### config.mk
export PLATFORM = sky130hd
export DESIGN_NAME = taxi_axil_regfile_flat
export DESIGN_NICKNAME = d
export VERILOG_FILES = /design/src/rtl/taxi_axil_regfile_if.sv /design/src/rtl/taxi_axil_regfile.sv /design/src/flat_wrapper.sv
export SDC_FILE = /design/constraint.sdc
export NUM_CORES = 1
export LEC_CHECK = 0
export ABC_AREA = 1
export CAP_MARGIN = 0
export CORE_AREA = 2 2 461 463
export CTS_CLUSTER_SIZE = 25
export DETAILED_ROUTE_END_ITERATION = 8
export DIE_AREA = 0 0 463 465
export GPL_TIMING_DRIVEN = 0
export SLEW_MARGIN = 20
export SYNTH_ARGS = -nofsm -noshare
export SYNTH_HDL_FRONTEND = slang
export SYNTH_SLANG_ARGS = --single-unit
### constraint.sdc
create_clock -name clk -period 18.1 [get_ports clk]
set_input_delay 3.62 -clock clk [delete_from_list [all_inputs] [get_ports clk]]
set_output_delay 3.62 -clock clk [all_outputs]
set_load 0.02 [all_outputs]
### src/rtl/taxi_axil_regfile_if.sv
// AXI4-Lite interface bundle with separate write and read modports for master and slave.
interface taxi_axil_if #(
  parameter int DATA_W   = 32,
  parameter int ADDR_W   = 32,
  parameter int STRB_W   = DATA_W / 8,
  parameter int AWUSER_W = 1,
  parameter int WUSER_W  = 1,
  parameter int BUSER_W  = 1,
  parameter int ARUSER_W = 1,
  parameter int RUSER_W  = 1
);
  logic [ADDR_W-1:0]   awaddr;
  logic [2:0]          awprot;
  logic [AWUSER_W-1:0] awuser;
  logic                awvalid;
  logic                awready;
  logic [DATA_W-1:0]   wdata;
  logic [STRB_W-1:0]   wstrb;
  logic [WUSER_W-1:0]  wuser;
  logic                wvalid;
  logic                wready;
  logic [1:0]          bresp;
  logic [BUSER_W-1:0]  buser;
  logic                bvalid;
  logic                bready;
  logic [ADDR_W-1:0]   araddr;
  logic [2:0]          arprot;
  logic [ARUSER_W-1:0] aruser;
  logic                arvalid;
  logic                arready;
  logic [DATA_W-1:0]   rdata;
  logic [1:0]          rresp;
  logic [RUSER_W-1:0]  ruser;
  logic                rvalid;
  logic                rready;

  modport wr_mst (
    output awaddr, awprot, awuser, awvalid, input awready,
    output wdata, wstrb, wuser, wvalid, input wready,
    input bresp, buser, bvalid, output bready
  );

  modport wr_slv (
    input awaddr, awprot, awuser, awvalid, output awready,
    input wdata, wstrb, wuser, wvalid, output wready,
    output bresp, buser, bvalid, input bready
  );

  modport rd_mst (
    output araddr, arprot, aruser, arvalid, input arready,
    input rdata, rresp, ruser, rvalid, output rready
  );

  modport rd_slv (
    input araddr, arprot, aruser, arvalid, output arready,
    output rdata, rresp, ruser, rvalid, input rready
  );
endinterface

### src/rtl/taxi_axil_regfile.sv
// AXI4-Lite register bank: REG_CNT byte-strobed 32-bit registers, read-only status
// slots, per-register write pulses, one-cycle write and read response latency.
module taxi_axil_regfile #(
  parameter int                    REG_CNT = 16,
  parameter logic [REG_CNT-1:0]    RO_MASK = '0,
  parameter logic [REG_CNT*32-1:0] RST_VAL = '0
) (
  input  logic                    clk,
  input  logic                    rst,
  taxi_axil_if.wr_slv             s_axil_wr,
  taxi_axil_if.rd_slv             s_axil_rd,
  output logic [REG_CNT*32-1:0]   reg_out,
  output logic [REG_CNT-1:0]      reg_wr,
  input  logic [REG_CNT*32-1:0]   status_in
);

  localparam int DATA_W   = $bits(s_axil_wr.wdata);
  localparam int RDATA_W  = $bits(s_axil_rd.rdata);
  localparam int ADDR_W   = $bits(s_axil_wr.awaddr);
  localparam int STRB_W   = $bits(s_axil_wr.wstrb);
  localparam int IDX_W    = (REG_CNT > 1) ? $clog2(REG_CNT) : 1;
  localparam logic [IDX_W:0] CNT_L = REG_CNT[IDX_W:0];
  localparam logic [1:0] RESP_OKAY   = 2'b00;
  localparam logic [1:0] RESP_SLVERR = 2'b10;

  if (DATA_W != 32 || RDATA_W != 32) begin : g_bad_data_w
    $error("taxi_axil_regfile: interface DATA_W must be 32");
  end
  if (ADDR_W < IDX_W + 2) begin : g_bad_addr_w
    $error("taxi_axil_regfile: interface ADDR_W too narrow for REG_CNT");
  end

  logic [31:0]        regs_q [REG_CNT];
  logic [31:0]        regs_d [REG_CNT];
  logic [REG_CNT-1:0] reg_wr_q, reg_wr_d;
  logic               bvalid_q, bvalid_d;
  logic [1:0]         bresp_q, bresp_d;
  logic               rvalid_q, rvalid_d;
  logic [1:0]         rresp_q, rresp_d;
  logic [31:0]        rdata_q, rdata_d;

  logic             wr_acc, ar_acc, wr_in, rd_in;
  logic [IDX_W-1:0] wr_idx, rd_idx;

  // Acceptance ignores rst; the flops are held in reset anyway, only the readies gate on it
  assign wr_acc = s_axil_wr.awvalid && s_axil_wr.wvalid && (!bvalid_q || s_axil_wr.bready);
  assign ar_acc = s_axil_rd.arvalid && (!rvalid_q || s_axil_rd.rready);

  assign s_axil_wr.awready = !rst && s_axil_wr.awvalid && s_axil_wr.wvalid &&
                             (!bvalid_q || s_axil_wr.bready);
  assign s_axil_wr.wready  = s_axil_wr.awready;
  assign s_axil_rd.arready = !rst && (!rvalid_q || s_axil_rd.rready);

  assign wr_idx = s_axil_wr.awaddr[IDX_W+1:2];
  assign rd_idx = s_axil_rd.araddr[IDX_W+1:2];
  assign wr_in  = {1'b0, wr_idx} < CNT_L;
  assign rd_in  = {1'b0, rd_idx} < CNT_L;

  always_comb begin
    regs_d   = regs_q;
    reg_wr_d = '0;
    bvalid_d = bvalid_q && !s_axil_wr.bready;
    bresp_d  = bresp_q;
    if (wr_acc) begin
      bvalid_d = 1'b1;
      bresp_d  = wr_in ? RESP_OKAY : RESP_SLVERR;
      for (int i = 0; i < REG_CNT; i++) begin
        if (wr_idx == IDX_W'(i)) begin
          reg_wr_d[i] = 1'b1;
          if (!RO_MASK[i]) begin
            for (int k = 0; k < STRB_W; k++) begin
              if (s_axil_wr.wstrb[k]) regs_d[i][8*k +: 8] = s_axil_wr.wdata[8*k +: 8];
            end
          end
        end
      end
    end
  end

  // Read data comes from the pre-write register value, so same-cycle R/W returns old data
  always_comb begin
    rvalid_d = rvalid_q && !s_axil_rd.rready;
    rresp_d  = rresp_q;
    rdata_d  = rdata_q;
    if (ar_acc) begin
      rvalid_d = 1'b1;
      rresp_d  = rd_in ? RESP_OKAY : RESP_SLVERR;
      rdata_d  = '0;
      for (int i = 0; i < REG_CNT; i++) begin
        if (rd_idx == IDX_W'(i)) rdata_d = RO_MASK[i] ? status_in[32*i +: 32] : regs_q[i];
      end
    end
  end

  always_ff @(posedge clk or posedge rst) begin
    if (rst) begin
      for (int i = 0; i < REG_CNT; i++) regs_q[i] <= RST_VAL[32*i +: 32];
      reg_wr_q <= '0;
      bvalid_q <= 1'b0;
      bresp_q  <= RESP_OKAY;
      rvalid_q <= 1'b0;
      rresp_q  <= RESP_OKAY;
      rdata_q  <= '0;
    end else begin
      regs_q   <= regs_d;
      reg_wr_q <= reg_wr_d;
      bvalid_q <= bvalid_d;
      bresp_q  <= bresp_d;
      rvalid_q <= rvalid_d;
      rresp_q  <= rresp_d;
      rdata_q  <= rdata_d;
    end
  end

  always_comb begin
    for (int i = 0; i < REG_CNT; i++) reg_out[32*i +: 32] = RO_MASK[i] ? 32'h0 : regs_q[i];
  end

  assign reg_wr           = reg_wr_q;
  assign s_axil_wr.bvalid = bvalid_q;
  assign s_axil_wr.bresp  = bresp_q;
  assign s_axil_wr.buser  = '0;
  assign s_axil_rd.rvalid = rvalid_q;
  assign s_axil_rd.rresp  = rresp_q;
  assign s_axil_rd.rdata  = rdata_q;
  assign s_axil_rd.ruser  = '0;

  logic unused_sigs;
  assign unused_sigs = ^{s_axil_wr.awprot, s_axil_wr.awuser, s_axil_wr.wuser,
                         s_axil_rd.arprot, s_axil_rd.aruser,
                         s_axil_wr.awaddr, s_axil_rd.araddr};

endmodule

### src/flat_wrapper.sv
// flat-port wrapper written by rule: the top's interface ports become plain ports
module taxi_axil_regfile_flat 
#(
  parameter int                    REG_CNT = 16,
  parameter logic [REG_CNT-1:0]    RO_MASK = '0,
  parameter logic [REG_CNT*32-1:0] RST_VAL = '0
)
  (clk, rst, reg_out, reg_wr, status_in, s_axil_wr_awaddr, s_axil_wr_awprot, s_axil_wr_awuser, s_axil_wr_awvalid, s_axil_wr_awready, s_axil_wr_wdata, s_axil_wr_wstrb, s_axil_wr_wuser, s_axil_wr_wvalid, s_axil_wr_wready, s_axil_wr_bresp, s_axil_wr_buser, s_axil_wr_bvalid, s_axil_wr_bready, s_axil_rd_araddr, s_axil_rd_arprot, s_axil_rd_aruser, s_axil_rd_arvalid, s_axil_rd_arready, s_axil_rd_rdata, s_axil_rd_rresp, s_axil_rd_ruser, s_axil_rd_rvalid, s_axil_rd_rready);
  taxi_axil_if #(.DATA_W(32), .ADDR_W(16)) s_axil_wr_i ();
  taxi_axil_if #(.DATA_W(32), .ADDR_W(16)) s_axil_rd_i ();
  input  logic clk;
  input  logic rst;
  output logic [REG_CNT*32-1:0] reg_out;
  output logic [REG_CNT-1:0] reg_wr;
  input  logic [REG_CNT*32-1:0] status_in;
  input wire logic [$bits(s_axil_wr_i.awaddr)-1:0] s_axil_wr_awaddr;
  input wire logic [$bits(s_axil_wr_i.awprot)-1:0] s_axil_wr_awprot;
  input wire logic [$bits(s_axil_wr_i.awuser)-1:0] s_axil_wr_awuser;
  input wire logic [$bits(s_axil_wr_i.awvalid)-1:0] s_axil_wr_awvalid;
  output wire logic [$bits(s_axil_wr_i.awready)-1:0] s_axil_wr_awready;
  input wire logic [$bits(s_axil_wr_i.wdata)-1:0] s_axil_wr_wdata;
  input wire logic [$bits(s_axil_wr_i.wstrb)-1:0] s_axil_wr_wstrb;
  input wire logic [$bits(s_axil_wr_i.wuser)-1:0] s_axil_wr_wuser;
  input wire logic [$bits(s_axil_wr_i.wvalid)-1:0] s_axil_wr_wvalid;
  output wire logic [$bits(s_axil_wr_i.wready)-1:0] s_axil_wr_wready;
  output wire logic [$bits(s_axil_wr_i.bresp)-1:0] s_axil_wr_bresp;
  output wire logic [$bits(s_axil_wr_i.buser)-1:0] s_axil_wr_buser;
  output wire logic [$bits(s_axil_wr_i.bvalid)-1:0] s_axil_wr_bvalid;
  input wire logic [$bits(s_axil_wr_i.bready)-1:0] s_axil_wr_bready;
  input wire logic [$bits(s_axil_rd_i.araddr)-1:0] s_axil_rd_araddr;
  input wire logic [$bits(s_axil_rd_i.arprot)-1:0] s_axil_rd_arprot;
  input wire logic [$bits(s_axil_rd_i.aruser)-1:0] s_axil_rd_aruser;
  input wire logic [$bits(s_axil_rd_i.arvalid)-1:0] s_axil_rd_arvalid;
  output wire logic [$bits(s_axil_rd_i.arready)-1:0] s_axil_rd_arready;
  output wire logic [$bits(s_axil_rd_i.rdata)-1:0] s_axil_rd_rdata;
  output wire logic [$bits(s_axil_rd_i.rresp)-1:0] s_axil_rd_rresp;
  output wire logic [$bits(s_axil_rd_i.ruser)-1:0] s_axil_rd_ruser;
  output wire logic [$bits(s_axil_rd_i.rvalid)-1:0] s_axil_rd_rvalid;
  input wire logic [$bits(s_axil_rd_i.rready)-1:0] s_axil_rd_rready;
  assign s_axil_wr_i.awaddr = s_axil_wr_awaddr;
  assign s_axil_wr_i.awprot = s_axil_wr_awprot;
  assign s_axil_wr_i.awuser = s_axil_wr_awuser;
  assign s_axil_wr_i.awvalid = s_axil_wr_awvalid;
  assign s_axil_wr_awready = s_axil_wr_i.awready;
  assign s_axil_wr_i.wdata = s_axil_wr_wdata;
  assign s_axil_wr_i.wstrb = s_axil_wr_wstrb;
  assign s_axil_wr_i.wuser = s_axil_wr_wuser;
  assign s_axil_wr_i.wvalid = s_axil_wr_wvalid;
  assign s_axil_wr_wready = s_axil_wr_i.wready;
  assign s_axil_wr_bresp = s_axil_wr_i.bresp;
  assign s_axil_wr_buser = s_axil_wr_i.buser;
  assign s_axil_wr_bvalid = s_axil_wr_i.bvalid;
  assign s_axil_wr_i.bready = s_axil_wr_bready;
  assign s_axil_rd_i.araddr = s_axil_rd_araddr;
  assign s_axil_rd_i.arprot = s_axil_rd_arprot;
  assign s_axil_rd_i.aruser = s_axil_rd_aruser;
  assign s_axil_rd_i.arvalid = s_axil_rd_arvalid;
  assign s_axil_rd_arready = s_axil_rd_i.arready;
  assign s_axil_rd_rdata = s_axil_rd_i.rdata;
  assign s_axil_rd_rresp = s_axil_rd_i.rresp;
  assign s_axil_rd_ruser = s_axil_rd_i.ruser;
  assign s_axil_rd_rvalid = s_axil_rd_i.rvalid;
  assign s_axil_rd_i.rready = s_axil_rd_rready;
  taxi_axil_regfile #(.REG_CNT(REG_CNT), .RO_MASK(RO_MASK), .RST_VAL(RST_VAL)) u_core (.clk(clk), .rst(rst), .s_axil_wr(s_axil_wr_i), .s_axil_rd(s_axil_rd_i), .reg_out(reg_out), .reg_wr(reg_wr), .status_in(status_in));
endmodule
==> impl_metrics.yaml <==
setup_path:
  r2r-start: "u_core.s_axil_wr.bvalid$_DFF_PP0_"
  cp-end-kind: "primary output"
  worstPathMaxFanout: 10
  r2r_cells: 7
  startpoint_type: "input port"
  cp.required_ps: 14480
  critPathCapture: "s_axil_wr_wready"
  timing.rr.end: "u_core.reg_out[304]$_DFFE_PP0P_"
  path_class: "input port to primary output"
  worstPathArrival_ps: 5520
  startpoint: "s_axil_wr_bready"
  r2r_slack_ps: 15030
yosys:
  avgSynthCellArea_sq_um: 8.342
  synth_warnings: 0
  netlist_instances: 2921
  synth_compound_area_frac: 0.1152
  synthMuxAreaShare: 0
  netlist_top_cells_area: "dfrtp_1, nand2_1, o21ai_0, nor2_1, inv_1"
  synth-seq-cells: 562
  synth_top_family_by_area: "simple AND/OR/NAND/NOR gates"
  synthSimpleGateAreaFrac: 0.2497
  syn_area_sq_um: 24370
  yosys.area.top_type_share: 0.5771
  synth_top_area_cell: "dfrtp_1"
  synthAdderAreaFrac: 0
  synth.distinct_cells: 27
  synth_xor_area_frac: 0
  yosysSeqAreaShare: 0.5771
sta:
  hold_violations: 0
  worst_hold_slack_ps: 481.4
  fin_ws_ps: 8958
  fmax_mhz: 109.4
  final-setup-viol-count: 0
  worst_pin_slew_ps: 1170
  skew_ps: 50.45
  period_share: 0.5051
  layout_min_cycle_time_ps: 9142
  maxSlewViolCount: 0
  rsz0062_at_grt: "no"
  setup_tns_ps: 0
  slew_headroom: 0.2199
cells_and_area:
  synthToLayoutAreaGrowth_pct: 52.27
  fin_nets: 4237
  drive_gt1_frac: 0.07461
  layout_commonest_cell: "nand2_1"
  mostFrequentLayoutCells: "nand2_1, clkdlybuf4s50_1, dfrtp_1"
  seq_area_sq_um: 14060
  nFillCells: 23660
  multi_input_area_sq_um: 8942
power:
  powerDensity_nw_per_um2: 109.8
  clkPwrFrac: 0.368
  comb_power_share: 0.237
  p_switching_uw: 1412
  internal_power_uw: 2663
  ir_drop_mv: 0.06492
  pwr-share-seq: 0.395
  swShare: 0.3466
  leakage_uw: 0.01546
global_route:
  track_usage: 0.1499
  grt_max_degree: 36
  gr-usage-met1: 0.1624
  grt_pass1_wl_mm: 218.1
  grt_overflow: 0
  use_met3: 0.03102
  grt_pass1_vias: 24030
  top_usage_layer: "met2"
  antenna_found_initial: 26
  use_met2: 0.2639
route:
  drtPass1Iterations: 5
  vias_per_cell: 3.732
  ant_nets: 0
  drc: 0
  wl_mm: 165.9
  wire_per_inst_microns: 25.39
  vias: 24380
  drt_iter0_drc: 2123
run:
  cap_violations: 0
placement:
  port_buffers: 615
  gp_congestion: 0.9018
  preCtsSetupSlack_ps: 8869
  dp_hpwl_mm: 138.1
floorplanning:
  die_area_sq_um: 215300
  start_util: 0.1156
  rows: 169
  die_x_microns: 463
  num_io_pins: 1167
  core-area_sq_um: 210800
  die-height_microns: 465
cts:
  numCtsBuffers: 71
  cts_setup_buffers: 0
  clock_latency_ps: 700
  cts_max_level: 3
  clock_sinks: 562
  cts_root_buf: "clkbuf_16"
  hold_buffers: 0
  cts.clk_slew.worst_paths_ps: 60
  cts_buffer_depth: 3
  post_cts_resized: 0
  cts_tree: "yes"
run_status:
  status: "finished, final reports clean"
hold_path:
  min_path_type: "flip-flop to flip-flop"
==> synth_stat cells <==
cell type	number
nand2_4	1
or2_2	20
nand3_2	1
nor2_2	5
nand2_2	7
clkbuf_1	94
o21ai_1	12
dfrtp_1	562
nor4_4	3
buf_4	9
nand3_4	1
nor2_4	7
o21ai_0	432
nor3_2	4
nor3_1	1
nand4_1	86
conb_1	1
nor3_4	1
inv_2	5
nand2_1	958
buf_1	2
a21oi_1	117
nand3_1	71
nor2_1	307
inv_1	157
buf_6	14
buf_2	43
==> cell type report <==
type / instances / area share
Antenna cell: 14 / 0.0009441
Buffer: 162 / 0.02195
Sequential cell: 562 / 0.3790
Clock inverter: 30 / 0.01069
Clock buffer: 101 / 0.05500
Inverter: 162 / 0.01649
Multi-Input combinational cell: 2040 / 0.2410
Tap cell: 2821 / 0.09512
Timing Repair Buffer: 642 / 0.1798
==> critical path, cell delays in order <==
cell             delay [ps]
clkdlybuf4s50_1         450
inv_1                    40
nand2_2                  80
nand3_4                 280
nor2_1                  310
buf_4                   150
clkdlybuf4s50_1         590
==> layer usage <==
| layer | wire [microns] | share of wire | vias up |
|---|---|---|---|
| met3 | 9500 | 0.057 | 301 |
| met1 | 61260 | 0.37 | 12020 |
| met4 | 12790 | 0.077 | 2 |
| met5 | 13 | 0.000078 | - |
| met2 | 82300 | 0.50 | 1137 |
| li1 | - | - | 10930 |
==> per-stage QoR <==
stage            util  area, sq um  instances  total power [uW]
2_1_floorplan       -        24390       2926              1970
3_5_place_dp   0.1643        34630       6389              2608
3_3_place_gp   0.1616        34080       6362              2585
4_1_cts        0.1758        37070       6520              4136
5_1_grt        0.1759        37080       6522              4238
6_report       0.1760        37110       6534              4075
==> sequential cells by signal, summed over array words and instances, names as in the netlist <==
| name | cells |
|---|---|
| u_core.reg_out | 512 |
| u_core.s_axil_rd.rvalid | 1 |
| u_core.reg_wr | 16 |
| u_core.s_axil_wr.bvalid | 1 |
| u_core.s_axil_rd.rdata | 32 |
==> worst min-delay path by stage <==
stage / slack [ps] / endpoint / start / depth (start not counted)
detailed placement: 470 / u_core.s_axil_rd.rdata[7]$_DFFE_PP0P_ / u_core.s_axil_rd.rdata[7]$_DFFE_PP0P_ / 2
CTS: 480 / u_core.s_axil_rd.rdata[7]$_DFFE_PP0P_ / u_core.s_axil_rd.rdata[7]$_DFFE_PP0P_ / 2
global placement: 470 / u_core.s_axil_rd.rdata[31]$_DFFE_PP0P_ / u_core.s_axil_rd.rdata[31]$_DFFE_PP0P_ / 2
finish: 480 / u_core.s_axil_rd.rdata[7]$_DFFE_PP0P_ / u_core.s_axil_rd.rdata[7]$_DFFE_PP0P_ / 2
global route: 490 / u_core.s_axil_rd.rdata[7]$_DFFE_PP0P_ / u_core.s_axil_rd.rdata[7]$_DFFE_PP0P_ / 2
floorplan: 590 / u_core.s_axil_rd.rdata[17]$_DFFE_PP0P_ / u_core.s_axil_rd.rdata[17]$_DFFE_PP0P_ / 2
==> cell families after synthesis <==
| logic type | count (synthesis) |
|---|---|
| compound gates | 561 |
| flops | 562 |
| simple gates | 1473 |
| other cells | 1 |
| buf+inv | 324 |
==> power groups by stage <==
stage,Sequential [uW],Clock (uW),Combinational [uW]
floorplan,1760,0,213
global placement,1620,0,960
detailed placement,1630,0,982
CTS,1610,1540,986
global route,1620,1580,1030
finish,1610,1500,966
(Power assumes the default switching activity.)
